## src/rtl/hitspy_pkg.sv

```systemverilog
// Shared types and helpers for the hit-spy input sequencer.
// Layer maps are carried at the maximum supported width so helpers stay parameter-free.
package hitspy_pkg;

    localparam int unsigned MAX_LAYERS = 16;

    typedef enum logic [1:0] {
        ST_IDLE = 2'd0,
        ST_SCAN = 2'd1,
        ST_TAIL = 2'd2,
        ST_COPY = 2'd3
    } state_e;

    typedef logic [MAX_LAYERS-1:0] lmap_t;
    typedef logic [3:0]            lidx_t;

    typedef struct packed {
        logic  found;
        lidx_t idx;
    } pick_t;

    function automatic logic [4:0] popcount(input lmap_t v);
        logic [4:0] n;
        n = '0;
        for (int unsigned i = 0; i < MAX_LAYERS; i++) begin
            n = n + {4'b0000, v[i]};
        end
        return n;
    endfunction

    // Lowest set bit at or above 'from'; "next set bit above idx" is next_set_bit(map, idx+1).
    function automatic pick_t next_set_bit(input lmap_t map, input logic [4:0] from);
        pick_t p;
        p = '0;
        for (int unsigned i = 0; i < MAX_LAYERS; i++) begin
            if (!p.found && map[i] && (5'(i) >= from)) begin
                p.found = 1'b1;
                p.idx   = 4'(i);
            end
        end
        return p;
    endfunction

endpackage

```

## src/rtl/hitspy_sequencer_if.sv

```systemverilog
// Event input and layer-enable outputs between the hit FIFO, the sequencer and the spy RAM.
interface hitspy_sequencer_if #(
    parameter int unsigned NLAYERS = 5,
    parameter int unsigned EVCNT_W = 16
);
    logic               dv;
    logic [NLAYERS-1:0] hitmap;
    logic [NLAYERS-1:0] ce_layer;
    logic               ce_tail;
    logic               ce_copy;
    logic               ce_copy2;
    logic [NLAYERS-1:0] missing;
    logic               busy;
    logic               reject;
    logic [EVCNT_W-1:0] event_count;

    modport master (
        output dv, hitmap,
        input  ce_layer, ce_tail, ce_copy, ce_copy2, missing, busy, reject, event_count
    );

    modport slave (
        input  dv, hitmap,
        output ce_layer, ce_tail, ce_copy, ce_copy2, missing, busy, reject, event_count
    );
endinterface

```

## src/rtl/hitspy_hmap_delay.sv

```systemverilog
// WIDTH x DEPTH shift register aligning the hitmap with the hit data stream.
module hitspy_hmap_delay #(
    parameter int unsigned WIDTH = 5,
    parameter int unsigned DEPTH = 2
) (
    input  logic             clock,
    input  logic             reset,
    input  logic [WIDTH-1:0] din,
    output logic [WIDTH-1:0] dout
);

    logic [WIDTH-1:0] pipe_q [DEPTH];
    logic [WIDTH-1:0] pipe_d [DEPTH];

    always_comb begin
        pipe_d[0] = din;
        for (int unsigned i = 1; i < DEPTH; i++) begin
            pipe_d[i] = pipe_q[i-1];
        end
    end

    always_ff @(posedge clock or negedge reset) begin
        if (!reset) begin
            for (int unsigned i = 0; i < DEPTH; i++) begin
                pipe_q[i] <= '0;
            end
        end else begin
            pipe_q <= pipe_d;
        end
    end

    assign dout = pipe_q[DEPTH-1];

endmodule

```

## src/rtl/hitspy_sequencer.sv

```systemverilog
// Hit-spy input sequencer: per event, one-hot layer write enables, then tail and copy strobes.
// Supports skip/fixed-slot visiting, missing-layer rejection and back-to-back events.
module hitspy_sequencer
    import hitspy_pkg::*;
#(
    parameter int unsigned NLAYERS     = 5,
    parameter int unsigned HMAP_DELAY  = 2,
    parameter int unsigned MAX_MISS    = 1,
    parameter int unsigned SKIP_MODE   = 1,
    parameter int unsigned COPY2_DELAY = 6,
    parameter int unsigned EVCNT_W     = 16
) (
    input  logic               clock,
    input  logic               reset,
    hitspy_sequencer_if.slave  bus
);

    localparam int unsigned C2_W = $clog2(COPY2_DELAY + 2);

    state_e             state_q, state_d;
    lidx_t              idx_q, idx_d;
    logic [NLAYERS-1:0] ev_map_q, ev_map_d;
    logic [NLAYERS-1:0] missing_q, missing_d;
    logic [EVCNT_W-1:0] evcnt_q, evcnt_d;
    logic [C2_W-1:0]    count2_q, count2_d;

    logic [NLAYERS-1:0] hmap_dly;
    lmap_t              hmap_ext, miss_ext, ev_ext;
    logic [4:0]         nmiss;
    logic [4:0]         idx_from;
    pick_t              first_pick, next_pick;
    logic               start;
    logic               reject;
    logic               ce_tail;
    logic               ce_copy;

    hitspy_hmap_delay #(
        .WIDTH (NLAYERS),
        .DEPTH (HMAP_DELAY)
    ) u_hmap_delay (
        .clock (clock),
        .reset (reset),
        .din   (bus.hitmap),
        .dout  (hmap_dly)
    );

    always_comb begin
        hmap_ext                = '0;
        miss_ext                = '0;
        ev_ext                  = '0;
        hmap_ext[NLAYERS-1:0]   = hmap_dly;
        miss_ext[NLAYERS-1:0]   = ~hmap_dly;
        ev_ext[NLAYERS-1:0]     = ev_map_q;
        nmiss                   = popcount(miss_ext);
        idx_from                = {1'b0, idx_q} + 5'd1;
        if (SKIP_MODE != 0) begin
            first_pick = next_set_bit(hmap_ext, 5'd0);
            next_pick  = next_set_bit(ev_ext, idx_from);
        end else begin
            first_pick = '{found: 1'b1, idx: '0};
            next_pick  = '{found: (idx_from < 5'(NLAYERS)), idx: idx_from[3:0]};
        end
    end

    always_comb begin
        state_d   = state_q;
        idx_d     = idx_q;
        ev_map_d  = ev_map_q;
        missing_d = missing_q;
        evcnt_d   = evcnt_q;
        start     = 1'b0;
        reject    = 1'b0;
        ce_tail   = 1'b0;
        ce_copy   = 1'b0;

        case (state_q)
            ST_IDLE: start = bus.dv;
            ST_SCAN: begin
                if (next_pick.found) begin
                    idx_d = next_pick.idx;
                end else begin
                    state_d = ST_TAIL;
                end
            end
            ST_TAIL: begin
                ce_tail = 1'b1;
                state_d = ST_COPY;
            end
            ST_COPY: begin
                ce_copy = 1'b1;
                evcnt_d = evcnt_q + EVCNT_W'(1);
                state_d = ST_IDLE;
                start   = bus.dv;
            end
            default: state_d = ST_IDLE;
        endcase

        // A start in COPY overrides the return to IDLE, giving back-to-back events.
        if (start) begin
            if (32'(nmiss) > MAX_MISS) begin
                reject  = 1'b1;
                state_d = ST_IDLE;
            end else begin
                ev_map_d  = hmap_dly;
                missing_d = ~hmap_dly;
                if (first_pick.found) begin
                    state_d = ST_SCAN;
                    idx_d   = first_pick.idx;
                end else begin
                    state_d = ST_TAIL;
                end
            end
        end
    end

    always_comb begin
        if (state_q == ST_COPY) begin
            count2_d = C2_W'(1);
        end else if (count2_q != C2_W'(COPY2_DELAY + 1)) begin
            count2_d = count2_q + C2_W'(1);
        end else begin
            count2_d = count2_q;
        end
    end

    always_ff @(posedge clock or negedge reset) begin
        if (!reset) begin
            state_q   <= ST_IDLE;
            idx_q     <= '0;
            ev_map_q  <= '0;
            missing_q <= '0;
            evcnt_q   <= '0;
            count2_q  <= '0;
        end else begin
            state_q   <= state_d;
            idx_q     <= idx_d;
            ev_map_q  <= ev_map_d;
            missing_q <= missing_d;
            evcnt_q   <= evcnt_d;
            count2_q  <= count2_d;
        end
    end

    assign bus.ce_layer    = (state_q == ST_SCAN) ? (NLAYERS'(1) << idx_q) : '0;
    assign bus.ce_tail     = ce_tail;
    assign bus.ce_copy     = ce_copy;
    assign bus.ce_copy2    = (count2_q == C2_W'(COPY2_DELAY));
    assign bus.missing     = missing_q;
    assign bus.busy        = (state_q != ST_IDLE);
    assign bus.reject      = reject;
    assign bus.event_count = evcnt_q;

endmodule

```

## src/flat_wrapper.sv

```systemverilog
// flat-port wrapper written by rule: the top's interface ports become plain ports
module hitspy_sequencer_flat import hitspy_pkg::*;
#(
    parameter int unsigned NLAYERS     = 5,
    parameter int unsigned HMAP_DELAY  = 2,
    parameter int unsigned MAX_MISS    = 1,
    parameter int unsigned SKIP_MODE   = 1,
    parameter int unsigned COPY2_DELAY = 6,
    parameter int unsigned EVCNT_W     = 16
)
  (clock, reset, bus_dv, bus_hitmap, bus_ce_layer, bus_ce_tail, bus_ce_copy, bus_ce_copy2, bus_missing, bus_busy, bus_reject, bus_event_count);
  hitspy_sequencer_if #(.NLAYERS(NLAYERS), .EVCNT_W(EVCNT_W)) bus_i ();
  input  logic clock;
  input  logic reset;
  input wire logic [$bits(bus_i.dv)-1:0] bus_dv;
  input wire logic [$bits(bus_i.hitmap)-1:0] bus_hitmap;
  output wire logic [$bits(bus_i.ce_layer)-1:0] bus_ce_layer;
  output wire logic [$bits(bus_i.ce_tail)-1:0] bus_ce_tail;
  output wire logic [$bits(bus_i.ce_copy)-1:0] bus_ce_copy;
  output wire logic [$bits(bus_i.ce_copy2)-1:0] bus_ce_copy2;
  output wire logic [$bits(bus_i.missing)-1:0] bus_missing;
  output wire logic [$bits(bus_i.busy)-1:0] bus_busy;
  output wire logic [$bits(bus_i.reject)-1:0] bus_reject;
  output wire logic [$bits(bus_i.event_count)-1:0] bus_event_count;
  assign bus_i.dv = bus_dv;
  assign bus_i.hitmap = bus_hitmap;
  assign bus_ce_layer = bus_i.ce_layer;
  assign bus_ce_tail = bus_i.ce_tail;
  assign bus_ce_copy = bus_i.ce_copy;
  assign bus_ce_copy2 = bus_i.ce_copy2;
  assign bus_missing = bus_i.missing;
  assign bus_busy = bus_i.busy;
  assign bus_reject = bus_i.reject;
  assign bus_event_count = bus_i.event_count;
  hitspy_sequencer #(.NLAYERS(NLAYERS), .HMAP_DELAY(HMAP_DELAY), .MAX_MISS(MAX_MISS), .SKIP_MODE(SKIP_MODE), .COPY2_DELAY(COPY2_DELAY), .EVCNT_W(EVCNT_W)) u_core (.clock(clock), .reset(reset), .bus(bus_i));
endmodule
```

## config.mk

```make
export PLATFORM = sky130hd
export DESIGN_NAME = hitspy_sequencer_flat
export DESIGN_NICKNAME = d
export VERILOG_FILES = /design/src/rtl/hitspy_pkg.sv /design/src/rtl/hitspy_sequencer_if.sv /design/src/rtl/hitspy_hmap_delay.sv /design/src/rtl/hitspy_sequencer.sv /design/src/flat_wrapper.sv
export SDC_FILE = /design/constraint.sdc
export NUM_CORES = 1
export LEC_CHECK = 0
export CAP_MARGIN = 20
export CORE_MARGIN = 2
export CORE_UTILIZATION = 45
export CTS_BUF_LIST = sky130_fd_sc_hd__clkbuf_8
export CTS_CLUSTER_DIAMETER = 120
export CTS_CLUSTER_SIZE = 28
export DETAILED_ROUTE_END_ITERATION = 12
export HOLD_SLACK_MARGIN = 0.08
export PLACE_DENSITY_LB_ADDON = 0.05
export SYNTH_ARGS = -nofsm -noshare
export SYNTH_HDL_FRONTEND = slang
export SYNTH_SLANG_ARGS = --single-unit
export TNS_END_PERCENT = 1
```

## constraint.sdc

```tcl
create_clock -name clock -period 3.55 [get_ports clock]
set_input_delay 1.065 -clock clock [delete_from_list [all_inputs] [get_ports clock]]
set_output_delay 1.065 -clock clock [all_outputs]
set_load 0.05 [all_outputs]
```

# Word level (Yosys, flattened, before mapping)
# Cells that the tools add are included.
# W data, S select, Z words.
# word_totals
out_inout_bits,31
inputBits,8
reg_bits,45
word_cells,86
# classes
shift,1
n_eq_ne,6
bitwise,2
addsub,7
order_cmp,6
n_mux,28
n_reduce_logical,28
# op_table
cell,count
$mux W5,11
$mux W4,5
$add A16 B1 Y16 const B,1
$add A5 B1 Y5,3
$logic_and A1 B1 Y1,13
$ge A1 B5 Y1 const A,2
$ge A2 B5 Y1 const A,2
$logic_not A1 Y1,8
$mux W2,4
$mux W3,2
$ne A3 B3 Y1 const B,2
$pmux W2 S3,1
$add A4 B1 Y5 const B,1
$ge A3 B5 Y1 const A,1
$gt A5 B1 Y1 const B,1
$mux W1,5
$not A5 Y5,1
$shl A1 B4 Y5 const A,1
$eq A2 B2 Y1 const B,2
$reduce_and A2 Y1,2
$reduce_bool A2 Y1,2
$reduce_bool A4 Y1,1
$add A3 B1 Y3 const B,1
$eq A3 B3 Y1 const B,1
5 further kinds,5

# Logic depth before layout (Yosys ltp)
# Gate-level depths: netlist (run 1).
# logic_depth
depth_word,25
mapped_depth,10
depth_no_buf,9

# Cells and area by module
# Synthesis (run 1) repeated with hierarchy kept, for this count alone.
# unflattened
hier_cells,212
hier_area_um2,2242.2
# modules_own_cells
module,instances,seq_area_each_um2,cells_per_inst,area_per_inst_um2
hitspy_sequencer,1,875.8,202,1991.9
hitspy_hmap_delay,1,250.2,10,250.2

# Worst setup path after synthesis (run 1)
# Ideal clock, no wire load.
# synth_path
kind,reg-to-output
start,register u_core.u_hmap_delay.pipe_q (netlist bit u_core.u_hmap_delay.dout[0])
end,output port bus_reject
path_stages_with_launch,8
required_ns,2.485
path_slack_ns,0.050
n_path_buf,0
t_arrival_ns,2.435
path_cell_list,dfrtp_1 inv_1 ha_1 fa_1 nor2b_1 fa_1 nor2_1 nor2_1
# synth_via
elab_chain_cells,8
# synth_lines
element,line,text
"start, declared",hitspy_hmap_delay.sv:12,logic [WIDTH-1:0] pipe_q [DEPTH];
"start signal, assigned",hitspy_hmap_delay.sv:28,pipe_q <= pipe_d;
$not A5 Y5,hitspy_sequencer.sv:52,miss_ext[NLAYERS-1:0] = ~hmap_dly;
net u_core.miss_ext[0],hitspy_sequencer.sv:28,"lmap_t hmap_ext, miss_ext, ev_ext;"
$add A1 B1 Y2,hitspy_pkg.sv:26,"n = n + {4'b0000, v[i]};"
$add A5 B1 Y5 (3 in series),hitspy_pkg.sv:26,
$gt A5 B1 Y1,hitspy_sequencer.sv:100,if (32'(nmiss) > MAX_MISS) begin
$mux W1,hitspy_sequencer.sv:100,
$mux W1,hitspy_sequencer.sv:99,if (start) begin
"end, declared",flat_wrapper.sv:23,output wire logic [$bits(bus_i.reject)-1:0] bus_reject;
# The timed path passes the listed nets, and every way through them passes these cells.

# Final worst setup path (run 1)
# Same ends and word-level chain as after synthesis.

==> key figures, run 1 <==
Run status
  • Status: finished clean

Synth
  • Mapped Cells: 209
  • Synth Area per Inst: roughly 11 um^2
  • Post-synth top area share: roughly half
  • Synth warn: 0
  • Post-synth EDFFs: 0
  • Async SR Flop Fraction: between 90% and 100%
  • Mapped Area: about 2200 um^2
  • Synth cell types: a little over 40
  • Synth Register Bits: between 40 and 50
  • Post-synth top area cell: dfrtp_1
  • Net Count, Synth: between 200 and 250
  • Most numerous cell in the Yosys netlist: dfrtp_1
  • Synth top cells by count: dfrtp_1 (45), nand2_1 (27), ha_1 (18), inv_1 (14)
  • Synth Flop Type: dfrtp_1
  • Post-synthesis sequential area ratio: ~50%
  • Synth top area cells: dfrtp_1 (50%), ha_1 (10%), xnor2_1 (4.7%)

Pwr
  • VDD IR max: 0.000594 V
  • Leak: 1.30 nW
  • Power, Total: between 0.002 and 0.0025 W
  • PD cells: approximately 800 nW/um^2

Place
  • Detailed-placement wirelength estimate: approximately 2900 um
  • Port bufs: 38
  • Placed Area: between 2000 and 3000 um^2
  • Gp weighted congestion: 0.793
  • Setup WS pre-CTS: 0.201 ns

Worst setup path
  • Crit Path Class: reg -> out
  • Worst Path Required: between 2 and 2.5 ns
  • Crit path DAT: roughly 2.4 ns
  • Worst setup EP type: output pin
  • Startpoint types: register
  • Critical path peak fanout: 2

GRT
  • GRT Overall Usage: roughly 16%
  • Number of global-route vias before repair: 1454
  • GRT Residual Overflow: 0
  • First-pass GRT wire length: ~6700 um
  • Largest net degree at the start of global routing: 46
  • Initial antenna violation count: 0

Clock network
  • Worst skew pair latency: between 0.2 and 0.3 ns
  • CTS tree: done
  • Clock Tree Buf Depth: 2
  • CTS root buffer: clkbuf_8
  • Clock slew seen by the registers of the worst setup and hold paths: about 0.08 ns
  • Clock net sink count: 45
  • Total CTS buffers: 5
  • H-Tree Depth: 2

Die
  • Die area: approximately 5600 um^2
  • Initial core utilization: 47.1%
  • Die H: 74.5 um
  • Die X: roughly 75 um
  • Core ar.: between 4000 and 5000 um^2
  • Cell row count: 25
  • Num ports: 39

Drt
  • TritonRoute pass-1 iters: 4
  • Final wirelength: about 4100 um
  • Via count: around 1600
  • Initial drt markers: 85
  • Detail Route Antenna Nets: 0
  • Vias/cell: around 5.0
  • Drt drc: 0
  • Routed len/inst: roughly 13 um

STA
  • Final WS setup: between 0.05 and 0.06 ns
  • Slew margin rel.: a little under two thirds
  • Post-route clock skew: 0.00662 ns
  • Final Max Slew Viols: 0
  • Worst-margin pin slew: about 0.54 ns
  • Setup TNS: 0 ns
  • Final hold viol count: 0
  • Post-route minimum period: 3.49 ns
  • Max Fclk: around 290 MHz
  • RSZ-0062 raised after global routing: true
  • Final setup vio count: 0
  • Hold_ws: 0.352 ns
  • Tcrit/Tclk final: 98.4%

Run
  • Max-Cap Viols: 0

Worst hold path
  • Hold WC Path Type: reg -> reg

Layout
  • N_diodes: 0
  • Post-route cell area: about 2900 um^2
  • Final nets: ~280
  • Fraction of layout cells with a size suffix above 1: 11.8%
  • Area grow syn2layout: 27.5%
[final cells by class]
type                            instances  area, um^2
Sequential cell                        45        1130
Clock inverter                          1        7.51
Tap cell                               67        83.8
Inverter                               14        52.6
Timing Repair Buffer                   43         435
Fill cell                             438        1900
Multi-Input combinational cell        146        1070
Clock buffer                            6        82.6
[registers in the layout, summed over array words and instances (netlist names)]
name	cells
u_core.u_hmap_delay.pipe_d	5
u_core.bus.event_count	16
u_core.state_q	2
u_core.count2_q	3
u_core.bus.missing	5
u_core.u_hmap_delay.dout	5
u_core.ev_map_q	5
u_core.idx_q	4
[cells in the final DEF, fill, tap and decap left out, drive strengths merged, types with 4 or more instances in the layout]
cell / n
and2: 4
nor3: 4
a21oi: 4
nor2: 10
nand3: 10
buf: 7
o21ai: 12
clkbuf: 6
dfrtp: 45
and3: 5
nand4: 5
xor2: 4
inv: 14
xnor2: 12
clkdlybuf4s50: 36
ha: 18
nand2: 28
[path summary, 6_finish.rpt]
path / to / slack (ns) / cells past startpoint / startpoint
max in group asynchronous: u_core.u_hmap_delay.dout[4]$_DFF_PN0_ / 2.56 / 2 / reset
min in group asynchronous: u_core.idx_q[2]$_DFF_PN0_ / 0.57 / 1 / reset
min reg2reg: u_core.u_hmap_delay.dout[4]$_DFF_PN0_ / 0.35 / 0 / u_core.u_hmap_delay.pipe_d[4]$_DFF_PN0_
min: u_core.u_hmap_delay.dout[4]$_DFF_PN0_ / 0.35 / 0 / u_core.u_hmap_delay.pipe_d[4]$_DFF_PN0_
max: bus_reject / 0.06 / 8 / u_core.u_hmap_delay.dout[0]$_DFF_PN0_
max reg2reg: u_core.state_q[0]$_DFFE_PN0P_ / 0.70 / 9 / u_core.u_hmap_delay.dout[0]$_DFF_PN0_
[cell families (layout without fill, tap and decap cells)]
logic type | after synthesis | count (layout) | synth area share [%]
buffers and inverters | 18 | 64 | 3.19
and+or+nand+nor | 75 | 75 | 16.8
adders and majority gates | 20 | 20 | 11.9
AOI/OAI and AO/OA | 31 | 31 | 9.56
xor gates and xnor gates | 16 | 16 | 6.26
DFF | 45 | 45 | 50.3
muxes | 4 | 4 | 2.07
[where the power goes]
part	leakage [nW]	total, W	switching [W]	internal, W
sequential	0.568	0.000790	0.000142	0.000648
clock	0.0433	0.000320	0.000166	0.000154
combinational	0.691	0.00113	0.000681	0.000454
total	1.30	0.00224	0.000989	0.00126
[repair_timing]
action,in CTS,in global routing
pin swaps,2,2
resized for setup,7,0
setup endpoints to repair,1,1
hold buffers,0,0
setup buffers,2,0
[stage by stage]
| stage | cells | utilization (%) |
|---|---|---|
| 5_1_grt | 322 | 60.0 |
| 3_5_place_dp | 312 | 56.9 |
| 3_3_place_gp | 312 | 56.9 |
| 4_1_cts | 321 | 59.6 |
| 2_1_floorplan | 209 | - |
| 6_report | 322 | 60.0 |
[critical path, cell delays in order, from the launching register on]
cell	delay [ns]
dfrtp_1	0.40
inv_2	0.08
ha_4	0.20
fa_1	0.43
nor2b_4	0.14
fa_1	0.53
nor2_2	0.05
nor2_2	0.14
buf_12	0.16
[metal layers]
metal | vias up | routed length, um | global-route usage [%]
met1 | 761 | 1910 | 21.9
met4 | 0 | 43 | 5.16
met3 | 5 | 211 | 4.61
met5 | - | 0 | 0
li1 | 797 | - | -
met2 | 36 | 1910 | 24.5
Power figures use the tool's default switching activity.
==> run 2: changes to the inputs <==
--- a/config.mk
+++ b/config.mk
@@ -7,10 +7,10 @@
 export LEC_CHECK = 0
 export CAP_MARGIN = 20
 export CORE_MARGIN = 2
-export CORE_UTILIZATION = 45
+export CORE_UTILIZATION = 54
 export CTS_BUF_LIST = sky130_fd_sc_hd__clkbuf_8
 export CTS_CLUSTER_DIAMETER = 120
-export CTS_CLUSTER_SIZE = 28
+export CTS_CLUSTER_SIZE = 14
 export DETAILED_ROUTE_END_ITERATION = 12
 export HOLD_SLACK_MARGIN = 0.08
 export PLACE_DENSITY_LB_ADDON = 0.05
==> key figures, run 2 (synthesized netlist as in run 1, its figures left out) <==
Die
  • Cell row count: 23 (-8.0%)
  • Num ports: 39 (unchanged)
  • Initial core utilization: 56.0% (+8.9 points)
  • Core ar.: 4000 um^2 (-16%)
  • Die X: 68.4 um (-8.2%)
  • Die area: 4680 um^2 (-16%)
  • Die H: 68.4 um (-8.2%)

STA
  • Post-route clock skew: 0.00422 ns (-0.00241 ns)
  • Final hold viol count: 0 (unchanged)
  • Final setup vio count: 0 (unchanged)
  • Tcrit/Tclk final: 97.8% (-0.60 points)
  • Max Fclk: 288 MHz (+0.61%)
  • RSZ-0062 raised after global routing: true
  • Setup TNS: 0 ns (unchanged)
  • Final WS setup: 0.0793 ns (+0.0213 ns)
  • Final Max Slew Viols: 0 (unchanged)
  • Worst-margin pin slew: 0.582 ns (+0.0420 ns)
  • Slew margin rel.: 60.8% (-2.8 points)
  • Post-route minimum period: 3.47 ns (-0.0213 ns)

Layout
  • Max reg flops: 16 (unchanged)
  • Post-route core utilization: 71.7% (+12 points)
  • Fillers: 312 (-29%)
  • Sequential cell area: 1130 um^2 (unchanged)
  • Area of the multi-input gates: 1070 um^2 (unchanged)
  • Final nets: 285 (+0.71%)
  • Most frequent cells in the layout: dfrtp_1 (45), clkdlybuf4s50_1 (36), nand2_1 (27)
  • N_diodes: 0 (unchanged)
  • Fraction of layout cells with a size suffix above 1: 12.4% (+0.64 points)
  • Area grow syn2layout: 28.2%
  • Post-route insts no fill: 308 (-4.3%)
  • Commonest non-fill, non-tap cell in the layout: dfrtp_1

Clock network
  • Hold buffers post-CTS: 0 (unchanged)
  • Total CTS buffers: 5 (unchanged)
  • Worst skew pair latency: 0.29 ns (about the same)
  • H-Tree Depth: 2 (unchanged)
  • CTS tree: done
  • CTS root buffer: clkbuf_8
  • Clock Tree Buf Depth: 2 (unchanged)
  • Clock slew seen by the registers of the worst setup and hold paths: 0.08 ns (about the same)
  • Clock net sink count: 45 (unchanged)

Run status
  • Status: finished clean

Drt
  • Vias/cell: 5.24 (+5.6%)
  • Detail Route Antenna Nets: 0 (unchanged)
  • Final wirelength: 4110 um (+0.81%)
  • Initial drt markers: 69 (-19%)
  • Drt drc: 0 (unchanged)
  • Routed len/inst: 13.3 um (+5.4%)
  • Via count: 1615 (+1.0%)
  • TritonRoute pass-1 iters: 4 (unchanged)

GRT
  • Number of global-route vias before repair: 1523 (+4.7%)
  • GRT Residual Overflow: 0 (unchanged)
  • GRT Overall Usage: 19.7% (+3.8 points)
  • Largest net degree at the start of global routing: 46 (unchanged)
  • First-pass GRT wire length: 6790 um (+1.6%)
  • Initial antenna violation count: 0 (unchanged)

Pwr
  • Leak: 1.33 nW (+2.0%)
  • PD cells: 805 nW/um^2 (+2.4%)
  • Power, Total: 0.00231 W (+2.9%)
  • VDD IR max: 0.000664 V (+12%)

Worst setup path
  • Startpoint types: register
  • Critical path peak fanout: 3 (+1)
  • Worst Path Required: 2.48 ns (about the same)
  • Crit Path Class: reg -> out
  • Worst setup EP type: output pin
  • Crit path DAT: 2.41 ns (-0.02 ns)

Run
  • Max-Cap Viols: 0 (unchanged)

Place
  • Setup WS pre-CTS: 0.267 ns (+0.0668 ns)
  • Port bufs: 38 (unchanged)
  • Detailed-placement wirelength estimate: 2850 um (-1.9%)
  • Gp weighted congestion: 0.775 (-2.3%)
  • Inst Count DP: 294 (-5.8%)

Worst hold path
  • Hold WC Path Type: reg -> reg
## run 2: cell count changes in the layout (fill, tap and decap cells not counted), sizes merged
cell      before  now
clkbuf         6    5
bufinv         0    1
clkinvlp       1    0
clkinv         0    1
inv           14   15
buf            7    9
## run 2: repair_timing
item / CTS / global route
endpoints found under the setup margin: 1 / 1
pin swaps: 3 / 3
setup buffers: 3 / 2
resized for setup: 6 / 1
## run 2: stage by stage
| stage | hold slack [ns] | instance area (um^2) |
|---|---|---|
| floorplan | 0.331 | 2240 |
| global route | 0.359 | 2870 |
| global placement | 0.332 | 2680 |
| detailed placement | 0.337 | 2680 |
| CTS | 0.356 | 2830 |
| finish | 0.352 | 2870 |
## run 2: worst max-delay path, cell delays in order, from the launching register on
cell and delay, ns:
dfrtp_1 0.39, inv_2 0.09, ha_4 0.20, fa_1 0.43
nor2b_4 0.14, fa_1 0.52, nor2_2 0.06, nor2_2 0.13
buf_12 0.15
## run 2: path summary, 6_finish.rpt
check	startpoint	to	slack [ns]	depth (start not counted)
worst max-delay path	u_core.u_hmap_delay.dout[1]$_DFF_PN0_	bus_reject	0.08	8
worst min-delay path	u_core.u_hmap_delay.pipe_d[1]$_DFF_PN0_	u_core.u_hmap_delay.dout[1]$_DFF_PN0_	0.35	0
worst max register to register	u_core.u_hmap_delay.dout[1]$_DFF_PN0_	u_core.idx_q[1]$_DFF_PN0_	0.52	10
worst min register to register	u_core.u_hmap_delay.pipe_d[1]$_DFF_PN0_	u_core.u_hmap_delay.dout[1]$_DFF_PN0_	0.35	0
max in group asynchronous	reset	u_core.u_hmap_delay.pipe_d[2]$_DFF_PN0_	2.37	2
min in group asynchronous	reset	u_core.ev_map_q[4]$_DFFE_PN0P_	0.70	1
## run 2: metal layers
layer | GRT usage (%) | vias to the layer above | wire length (um)
met5 | 0 | - | 0
met4 | 5.50 | 0 | 13
met3 | 5.43 | 2 | 163
met2 | 32.5 | 28 | 2010
met1 | 25.5 | 778 | 1920
li1 | - | 807 | -
## run 2: final cells by class
type / instances / area share (%)
sequential: 45 / 39.2
multi-input combinational: 146 / 37.2
timing repair buffer: 45 / 15.7
clock buffer: 5 / 2.40
tap: 50 / 2.18
inverter: 14 / 1.83
clock inverter: 3 / 1.48
## run 2: report_power, final
group | internal, W | total [W] | switching (W) | leakage, nW
sequential | 0.000648 | 0.000787 | 0.000140 | 0.568
combinational | 0.000456 | 0.00115 | 0.000691 | 0.701
clock | 0.000208 | 0.000375 | 0.000167 | 0.0595
==> run 3: changes to the inputs <==
--- a/config.mk
+++ b/config.mk
@@ -6,8 +6,10 @@
 export NUM_CORES = 1
 export LEC_CHECK = 0
 export CAP_MARGIN = 20
+export CELL_PAD_IN_SITES_DETAIL_PLACEMENT = 1
+export CELL_PAD_IN_SITES_GLOBAL_PLACEMENT = 1
 export CORE_MARGIN = 2
-export CORE_UTILIZATION = 54
+export CORE_UTILIZATION = 42
 export CTS_BUF_LIST = sky130_fd_sc_hd__clkbuf_8
 export CTS_CLUSTER_DIAMETER = 120
 export CTS_CLUSTER_SIZE = 14
==> key figures, run 3 (synthesized netlist as in run 1, its figures left out) <==
Run status
  • Status: finished clean

Clock network
  • Clock slew seen by the registers of the worst setup and hold paths: 0.09 ns (about the same)
  • Total CTS buffers: 5 (unchanged)
  • CTS tree: done
  • Worst skew pair latency: 0.30 ns (about the same)
  • Clock net sink count: 45 (unchanged)
  • H-Tree Depth: 2 (unchanged)
  • Clock Tree Buf Depth: 2 (unchanged)
  • CTS root buffer: clkbuf_8

STA
  • Tcrit/Tclk final: 98.4% (+0.66 points)
  • Final hold viol count: 0 (unchanged)
  • Slew margin rel.: 60.1% (-0.65 points)
  • Post-route clock skew: 0.00611 ns (+0.00190 ns)
  • Worst-margin pin slew: 0.592 ns (+0.00959 ns)
  • RSZ-0062 raised after global routing: true
  • Final Max Slew Viols: 0 (unchanged)
  • Setup TNS: 0 ns (unchanged)
  • Post-route minimum period: 3.49 ns (+0.0234 ns)
  • Max Fclk: 286 MHz (-0.67%)
  • Final setup vio count: 0 (unchanged)

Worst setup path
  • Worst setup EP type: output pin
  • Crit path DAT: 2.43 ns (+0.02 ns)
  • Worst Path Required: 2.48 ns (about the same)
  • Critical path peak fanout: 2 (-1)
  • Crit Path Class: reg -> out
  • Startpoint types: register

Drt
  • Final wirelength: 4740 um (+15%)
  • Vias/cell: 5.04 (-3.9%)
  • Detail Route Antenna Nets: 0 (unchanged)
  • TritonRoute pass-1 iters: 3 (-1)
  • Initial drt markers: 74 (+7.2%)
  • Routed len/inst: 14.5 um (+8.6%)
  • Drt drc: 0 (unchanged)
  • Via count: 1648 (+2.0%)

Pwr
  • Leak: 1.31 nW (-1.4%)
  • PD cells: 795 nW/um^2 (-1.3%)
  • Power, Total: 0.00228 W (-1.3%)
  • VDD IR max: 0.000455 V (-31%)

Layout
  • Post-route insts no fill: 327 (+6.2%)
  • Final nets: 284 (-0.35%)
  • Most frequent cells in the layout: dfrtp_1 (45), clkdlybuf4s50_1 (36), nand2_1 (27)
  • Area grow syn2layout: 28.2% (unchanged)
  • N_diodes: 0 (unchanged)
  • Post-route cell area: 2870 um^2 (unchanged)
  • Fraction of layout cells with a size suffix above 1: 12.5% (+0.048 points)
  • Post-route core utilization: 55.8% (-16 points)
  • Commonest non-fill, non-tap cell in the layout: dfrtp_1
  • Fillers: 593 (+90%)
  • Max reg flops: 16 (unchanged)

Worst hold path
  • Hold WC Path Type: reg -> reg

GRT
  • Number of global-route vias before repair: 1697 (+11%)
  • Largest net degree at the start of global routing: 46 (unchanged)
  • GRT Residual Overflow: 0 (unchanged)
  • First-pass GRT wire length: 8220 um (+21%)
  • GRT Overall Usage: 17.5% (-2.2 points)
  • Initial antenna violation count: 0 (unchanged)

Die
  • Core ar.: 5140 um^2 (+28%)
  • Die X: 77.0 um (+13%)
  • Num ports: 39 (unchanged)
  • Die H: 77.0 um (+13%)
  • Die area: 5930 um^2 (+27%)
  • Cell row count: 26 (+13%)
  • Initial core utilization: 43.5% (-12 points)

Place
  • Inst Count DP: 315 (+7.1%)
  • Port bufs: 38 (unchanged)
  • Gp weighted congestion: 0.806 (+4.0%)
  • Placed Area: 2710 um^2 (+1.2%)
  • Detailed-placement wirelength estimate: 3300 um (+16%)

Run
  • Max-Cap Viols: 0 (unchanged)
-- run 3: cell count changes in the layout (fill, tap and decap cells not counted), sizes merged --
cell / previous run / this run
clkinv: 1 / 0
inv: 15 / 16
buf: 9 / 8
bufinv: 1 / 0
clkinvlp: 0 / 1
-- run 3: layout make-up --
type                    instances  area, um^2  share of cell area [%]
clock buffers                   5        68.8                    2.40
clock inverters                 3        25.0                   0.872
inverters                      14        52.6                    1.83
multi-input cells             146        1070                    37.2
flip-flops and latches         45        1130                    39.2
well taps                      70        87.6                    3.05
repair buffers                 44         443                    15.4
-- run 3: path summary, 6_finish.rpt --
kind / slack, ns / from / cells after the start / endpoint
min in group asynchronous: 0.58 / reset / 1 / u_core.idx_q[3]$_DFF_PN0_
setup / recovery: 0.06 / u_core.u_hmap_delay.dout[0]$_DFF_PN0_ / 8 / bus_reject
hold / removal: 0.35 / u_core.u_hmap_delay.pipe_d[4]$_DFF_PN0_ / 0 / u_core.u_hmap_delay.dout[4]$_DFF_PN0_
max in group asynchronous: 2.53 / reset / 2 / u_core.u_hmap_delay.pipe_d[2]$_DFF_PN0_
setup reg to reg: 0.80 / u_core.u_hmap_delay.dout[0]$_DFF_PN0_ / 10 / u_core.state_q[0]$_DFFE_PN0P_
hold reg to reg: 0.35 / u_core.u_hmap_delay.pipe_d[4]$_DFF_PN0_ / 0 / u_core.u_hmap_delay.dout[4]$_DFF_PN0_
-- run 3: what timing repair did --
item / in CTS / in global routing
endpoints found under the setup margin: 1 / 1
pin swaps: 2 / 2
hold endpoints to repair: 0 / 0
gates resized for setup: 7 / 0
hold buffers: 0 / 0
buffers inserted: 3 / 0
-- run 3: critical path, stage by stage, from the launching register on --
cell and delay [ns]:
dfrtp_1 0.40, inv_2 0.08, ha_4 0.20, fa_1 0.44, nor2b_4 0.14, fa_1 0.53
nor2_2 0.06, nor2_2 0.12, buf_12 0.15
-- run 3: metal layers --
metal | GRT usage (%) | part of all wire [%] | up-vias
met1 | 23.0 | 45 | 816
met4 | 4.82 | 1.2 | 0
met3 | 4.35 | 3.8 | 6
li1 | - | - | 800
met5 | 0 | 0 | -
met2 | 28.9 | 50 | 26
-- run 3: power by group --
group,total (W),internal [W],switching [W]
logic,0.00115,0.000455,0.000699
clock network,0.000332,0.000144,0.000188
registers,0.000794,0.000647,0.000146
total,0.00228,0.00125,0.00103
-- run 3: per-stage QoR --
| stage | worst slack, ns | hold WS, ns |
|---|---|---|
| 4_1_cts | -0.0291 | 0.357 |
| 5_1_grt | -0.0649 | 0.365 |
| 3_5_place_dp | 0.231 | 0.336 |
| 3_3_place_gp | 0.265 | 0.332 |
| 2_1_floorplan | 0.0499 | 0.331 |
| 6_report | 0.0559 | 0.353 |
==> patch 1 (flow settings as in run 1) <==
Reset style: synchronous (`reset`), changed in 2 clocked blocks.
--- a/src/rtl/hitspy_hmap_delay.sv
+++ b/src/rtl/hitspy_hmap_delay.sv
@@ -21,3 +21,3 @@
 
-    always_ff @(posedge clock or negedge reset) begin
+    always_ff @(posedge clock) begin
         if (!reset) begin
--- a/src/rtl/hitspy_sequencer.sv
+++ b/src/rtl/hitspy_sequencer.sv
@@ -125,3 +125,3 @@
 
-    always_ff @(posedge clock or negedge reset) begin
+    always_ff @(posedge clock) begin
         if (!reset) begin
Check against the original RTL: differs if reset is asserted again (counterexample within 4 cycles, from zero or initial values and one cycle with reset low); with reset held inactive, the same outputs for 10 cycles.
==> patch 1 against run 1 <==
- first-iteration DRC count shrank 26%
- cell area grew 1.6%
- critical endpoint unchanged
- via count grew 18%
- count of clock-buffer cells in the layout shrank 1
- sequential cell count is the same
- highest routed layer unchanged
- worst setup slack lost 0.0016 ns
- synthesized area grew 1.3%
- hold slack gained 0.086 ns
- routed wire length grew 12%
Power is not compared: it rests on default switching activity, and its combinational part moved more than twofold at a synthesized area within 25%.
==> patch 1: results (changes against run 1) <==
adder-cell share of the synthesized area 11.7% (was 11.9%); HP Start u_core.u_hmap_delay.pipe_d[1]$_SDFF_PN0_ (was u_core.u_hmap_delay.pipe_d[4]$_DFF_PN0_); Slew headroom 66.0% (was 63.6%); worst stage delay on the critical path 0.55 ns (was 0.53 ns); fin nets 336 (was 283); total number of vias 1,890 (was 1,599); placed instance area 2730 µm² (was 2700 µm²); worst clock skew 0.00287 ns (was 0.00662 ns); Lkg Pwr 0.00113 µW; largest net degree at the start of global routing 16 (was 46); gr usage total 17.2% (was 15.9%); Final HPWL DP 3350 µm (was 2900 µm); complex-gate fraction of the synthesized area 11.8% (was 9.56%); CP Max Fanout 3 (was 2); Critical R2R Launch u_core.u_hmap_delay.dout[1]$_SDFF_PN0_ (was u_core.u_hmap_delay.dout[0]$_DFF_PN0_); Unique masters post-synth 42 (was 41); Commonest cells post-synth dfxtp_1 (45), nand2_1 (35), nor2_1 (33), ha_1 (18), a21oi_1 (17) (was dfrtp_1 (45), nand2_1 (27), ha_1 (18), inv_1 (14)); DR pass1 iterations 5 (was 4); Clock Tree Root clkbuf_8 (unchanged); Ys Warns 0 (unchanged); Synth area leaders dfxtp_1 (40%), ha_1 (9.9%), nand2_1 (5.8%) (was dfrtp_1 (50%), ha_1 (10%), xnor2_1 (4.7%)); antenna violations before repair 0 (unchanged); Post-Synth XOR/XNOR Area 5.41% (was 6.26%); predominant post-synthesis flop cell dfxtp_1 (was dfrtp_1); mux cell area share after synthesis 0.883% (was 2.07%); Hold Path Class reg -> reg (unchanged); detailed-route wire length per cell 12.1 µm (was 12.6 µm); Post-synth ARST share 0% (was 100%); initial drt markers 63 (was 85); number of buffers created by CTS 5 (unchanged); status finished, final reports clean (unchanged); sequential share of the synthesized area 39.7% (was 50.3%); Mapped Nets 297 (was 237); global-route wire length before repair 7490 µm (was 6680 µm); vias in the first global route 1,693 (was 1,454); layout cell share with drive strength beyond 1 8.74% (was 11.8%); routability cong. 0.836 (was 0.793); Clock Latency Late Sink 0.29 ns (about the same); cell family with most CP delay adder cells (unchanged)
-- patch 1: final cells by class --
type | instances | area (µm²)
fillers | 459 | 1890
flip-flops and latches | 45 | 906
repair buffers | 43 | 428
multi-input cells | 201 | 1300
well taps | 67 | 83.8
clock buffers | 5 | 68.8
inverters | 12 | 47.5
clock inverters | 3 | 65.1
-- patch 1: worst reg2reg max path: stages (launching register included) --
cell,delay [ns]
dfxtp_4,0.37
inv_4,0.05
ha_4,0.23
fa_1,0.48
nor2b_4,0.14
fa_1,0.45
nor3_1,0.28
o21ai_0,0.27
a21boi_0,0.21
a311oi_1,0.25
-- patch 1: per-stage QoR --
step,hold slack (ns),std cells,setup WS (ns),utilization [%],power [µW]
final,0.438,376,0.0564,60.6,1410
after global routing,0.462,376,-0.0234,60.6,1480
after CTS,0.444,376,0.00386,60.0,1420
after detailed placement,0.422,368,0.269,57.1,965
after global placement,0.414,368,0.285,57.1,960
after floorplan,0.412,269,0.0556,-,842
-- patch 1: where the power goes --
part           switching, µW  leakage (µW)  internal [µW]  total [µW]
Combinational            244      0.000694            151         394
Sequential              30.1      0.000367            535         565
Clock                    168     0.0000681            279         447
-- patch 1: worst paths after layout --
check | to | slack [ns] | cells past startpoint
hold reg to reg | u_core.u_hmap_delay.dout[1]$_SDFF_PN0_ | 0.44 | 1
setup reg to reg | u_core.state_q[0]$_SDFFE_PN0P_ | 0.74 | 9
setup / recovery | bus_reject | 0.06 | 8
hold / removal | u_core.u_hmap_delay.dout[1]$_SDFF_PN0_ | 0.44 | 1
-- patch 1: layer usage --
metal  wire, µm  part of all wire (%)  global-route usage, %  vias to the layer above
met3        155                   3.4                   3.48                        4
met1       2280                    50                   23.9                      876
li1           -                     -                      -                      979
met4         41                  0.90                   5.36                        0
met5          0                     0                      0                        -
met2       2090                    46                   27.1                       31
-- patch 1: cells by family (layout without fill, tap and decap cells) --
logic type | after synthesis | after routing
multiplexers | 2 | 2
AND/OR/NAND/NOR | 123 | 123
adder cells (fa/ha/maj) | 20 | 20
AO/OA/AOI/OAI | 42 | 42
buffers and inverters | 23 | 63
flip-flops | 45 | 45
XOR/XNOR | 14 | 14
-- patch 1: repair_timing --
action	4_1_cts	5_1_grt
pin swaps	2	3
setup buffers	0	0
endpoints found under the setup margin	1	1
cloned	0	0
resized for setup	2	9
==> patch 2 (settings of run 1) <==
Made on the original files. `SKIP_MODE` is set to 1 in 2 places; all go to 0.
--- a/src/rtl/hitspy_sequencer.sv
+++ b/src/rtl/hitspy_sequencer.sv
@@ -8,3 +8,3 @@
     parameter int unsigned MAX_MISS    = 1,
-    parameter int unsigned SKIP_MODE   = 1,
+    parameter int unsigned SKIP_MODE   = 0,
     parameter int unsigned COPY2_DELAY = 6,
--- a/src/flat_wrapper.sv
+++ b/src/flat_wrapper.sv
@@ -6,3 +6,3 @@
     parameter int unsigned MAX_MISS    = 1,
-    parameter int unsigned SKIP_MODE   = 1,
+    parameter int unsigned SKIP_MODE   = 0,
     parameter int unsigned COPY2_DELAY = 6,
Check against the original RTL: not equivalent (Yosys sat finds a counterexample within 4 cycles, from zero or initial values and one cycle with reset low).
==> patch 2 against run 1 <==
- count of clock-buffer cells in the layout shrank 1
- worst setup slack lost 0.059 ns
- clock skew is essentially flat
- sequential cell count shrank 5
- highest routed layer unchanged
- power shrank 6.9%
- synthesized area shrank 15%
- first-iteration DRC count shrank 41%
- sequential share of layout area grew 0.95 points
- register-to-register slack gained 0.06 ns
- routed wire length shrank 16%
- the flow now finishes with violations (setup timing)
- cell area shrank 13%
==> patch 2: results (changes against run 1) <==
gr usage total 17.2% (was 15.9%); Synth area leaders dfrtp_1 (53%), ha_1 (11%), xnor2_1 (4.6%) (was dfrtp_1 (50%), ha_1 (10%), xnor2_1 (4.7%)); layout cell share with drive strength beyond 1 8.13% (was 11.8%); wirelength, routed 3410 µm (was 4070 µm); Unique masters post-synth 35 (was 41); Mapped Nets 191 (was 237); largest net degree at the start of global routing 41 (was 46); failing checks setup timing; vias per cell 4.98 (was 4.97); Worst EP arrival 2.49 ns (was 2.43 ns); Setup TNS Final -0.000524 ns (was 0 ns); Final HPWL DP 2490 µm (was 2900 µm); worst clock skew 0.00648 ns (was 0.00662 ns); VDD IR max 583 µV (was 594 µV); Post-CTS Setup Repair Bufs 0 (was 2); Final Setup Violations 1 (was 0); r2r worst-path depth 8 (was 9); vias in the first global route 1,303 (was 1,454); initial drt markers 50 (was 85); fin nets 234 (was 283); status finished, violations left (was finished, final reports clean); sequential share of the synthesized area 52.7% (was 50.3%); final setup margin -0.000524 ns (was 0.0580 ns); Lkg Pwr 0.00122 µW (was 0.00130 µW); reg2reg setup slack 0.76 ns (was 0.70 ns); HP Start u_core.u_hmap_delay.pipe_d[0]$_DFF_PN0_ (was u_core.u_hmap_delay.pipe_d[4]$_DFF_PN0_); Slew headroom 42.5% (was 63.6%); FF-to-FF End u_core.idx_q[3]$_DFF_PN0_ (was u_core.state_q[0]$_DFFE_PN0P_); Commonest cells post-synth dfrtp_1 (40), ha_1 (16), nand2_1 (15), inv_1 (13) (was dfrtp_1 (45), nand2_1 (27), ha_1 (18), inv_1 (14))
patch 2: cell count changes in the layout (fill, tap and decap cells not counted), moves of 3 or more:
cell             delta
nand3_1             -5
nand2_1            -12
dlymetal6s2s_1      +3
clkdlybuf4s50_1     -3
buf_4               -3
o21ai_0             -7
nor3_1              -3
dfrtp_1             -5
patch 2: layout make-up:
type	count	area (µm²)	share of cell area (%)
tap	50	62.6	2.53
multi-input combinational	109	850	34.3
clock inverter	3	46.3	1.87
inverter	13	48.8	1.97
timing repair buffer	39	400	16.2
clock buffer	5	68.8	2.78
sequential	40	1000	40.4
patch 2: per-stage QoR:
step | utilization, % | cells | setup WS [ns]
floorplan | - | 165 | 0.136
global placement | 58.1 | 251 | 0.316
detailed placement | 58.1 | 251 | 0.289
CTS | 61.3 | 259 | -0.00472
global route | 61.5 | 259 | -0.109
finish | 61.5 | 259 | -0.000524
patch 2: worst max-delay path by stage:
stage | to | slack [ns]
after floorplan | bus_reject | 0.14
after global placement | bus_reject | 0.32
after detailed placement | bus_reject | 0.29
after CTS | bus_reject | -0.005
after global routing | bus_reject | -0.11
final | bus_reject | -0.0005
patch 2: where the power goes:
| part | switching [µW] | internal (µW) | leakage (µW) | total (µW) |
|---|---|---|---|---|
| clock network | 165 | 212 | 0.0000548 | 377 |
| logic | 642 | 390 | 0.000662 | 1030 |
| registers | 115 | 566 | 0.000506 | 681 |
patch 2: worst reg2reg max path: cells and delay by family, from the launching register on:
family	cells	cell delay, ns
fa+ha+maj	3	1.24
buf+inv	1	0.04
flops	1	0.35
simple gates	4	1.05
patch 2: repair_timing:
action	4_1_cts	5_1_grt
setup endpoints to repair	1	4
gates resized for setup	3	3
pin swaps	0	0
patch 2: kinds of logic (layout without fill, tap and decap cells):
group | count (synthesis) | after routing | synth area share, %
and+or+nand+nor | 58 | 58 | 16.8
DFF | 40 | 40 | 52.7
adders and majority gates | 18 | 18 | 12.6
xor gates and xnor gates | 16 | 16 | 7.37
buffers and inverters | 16 | 60 | 3.62
AOI/OAI and AO/OA | 12 | 12 | 4.21
muxes | 5 | 5 | 2.70
patch 2: metal layers:
layer	share of wire, %	up-vias	GRT usage [%]
li1	-	635	-
met1	42	620	20.4
met2	52	29	29.6
met3	4.3	5	3.57
met4	1.6	0	8.09
met5	0	-	0
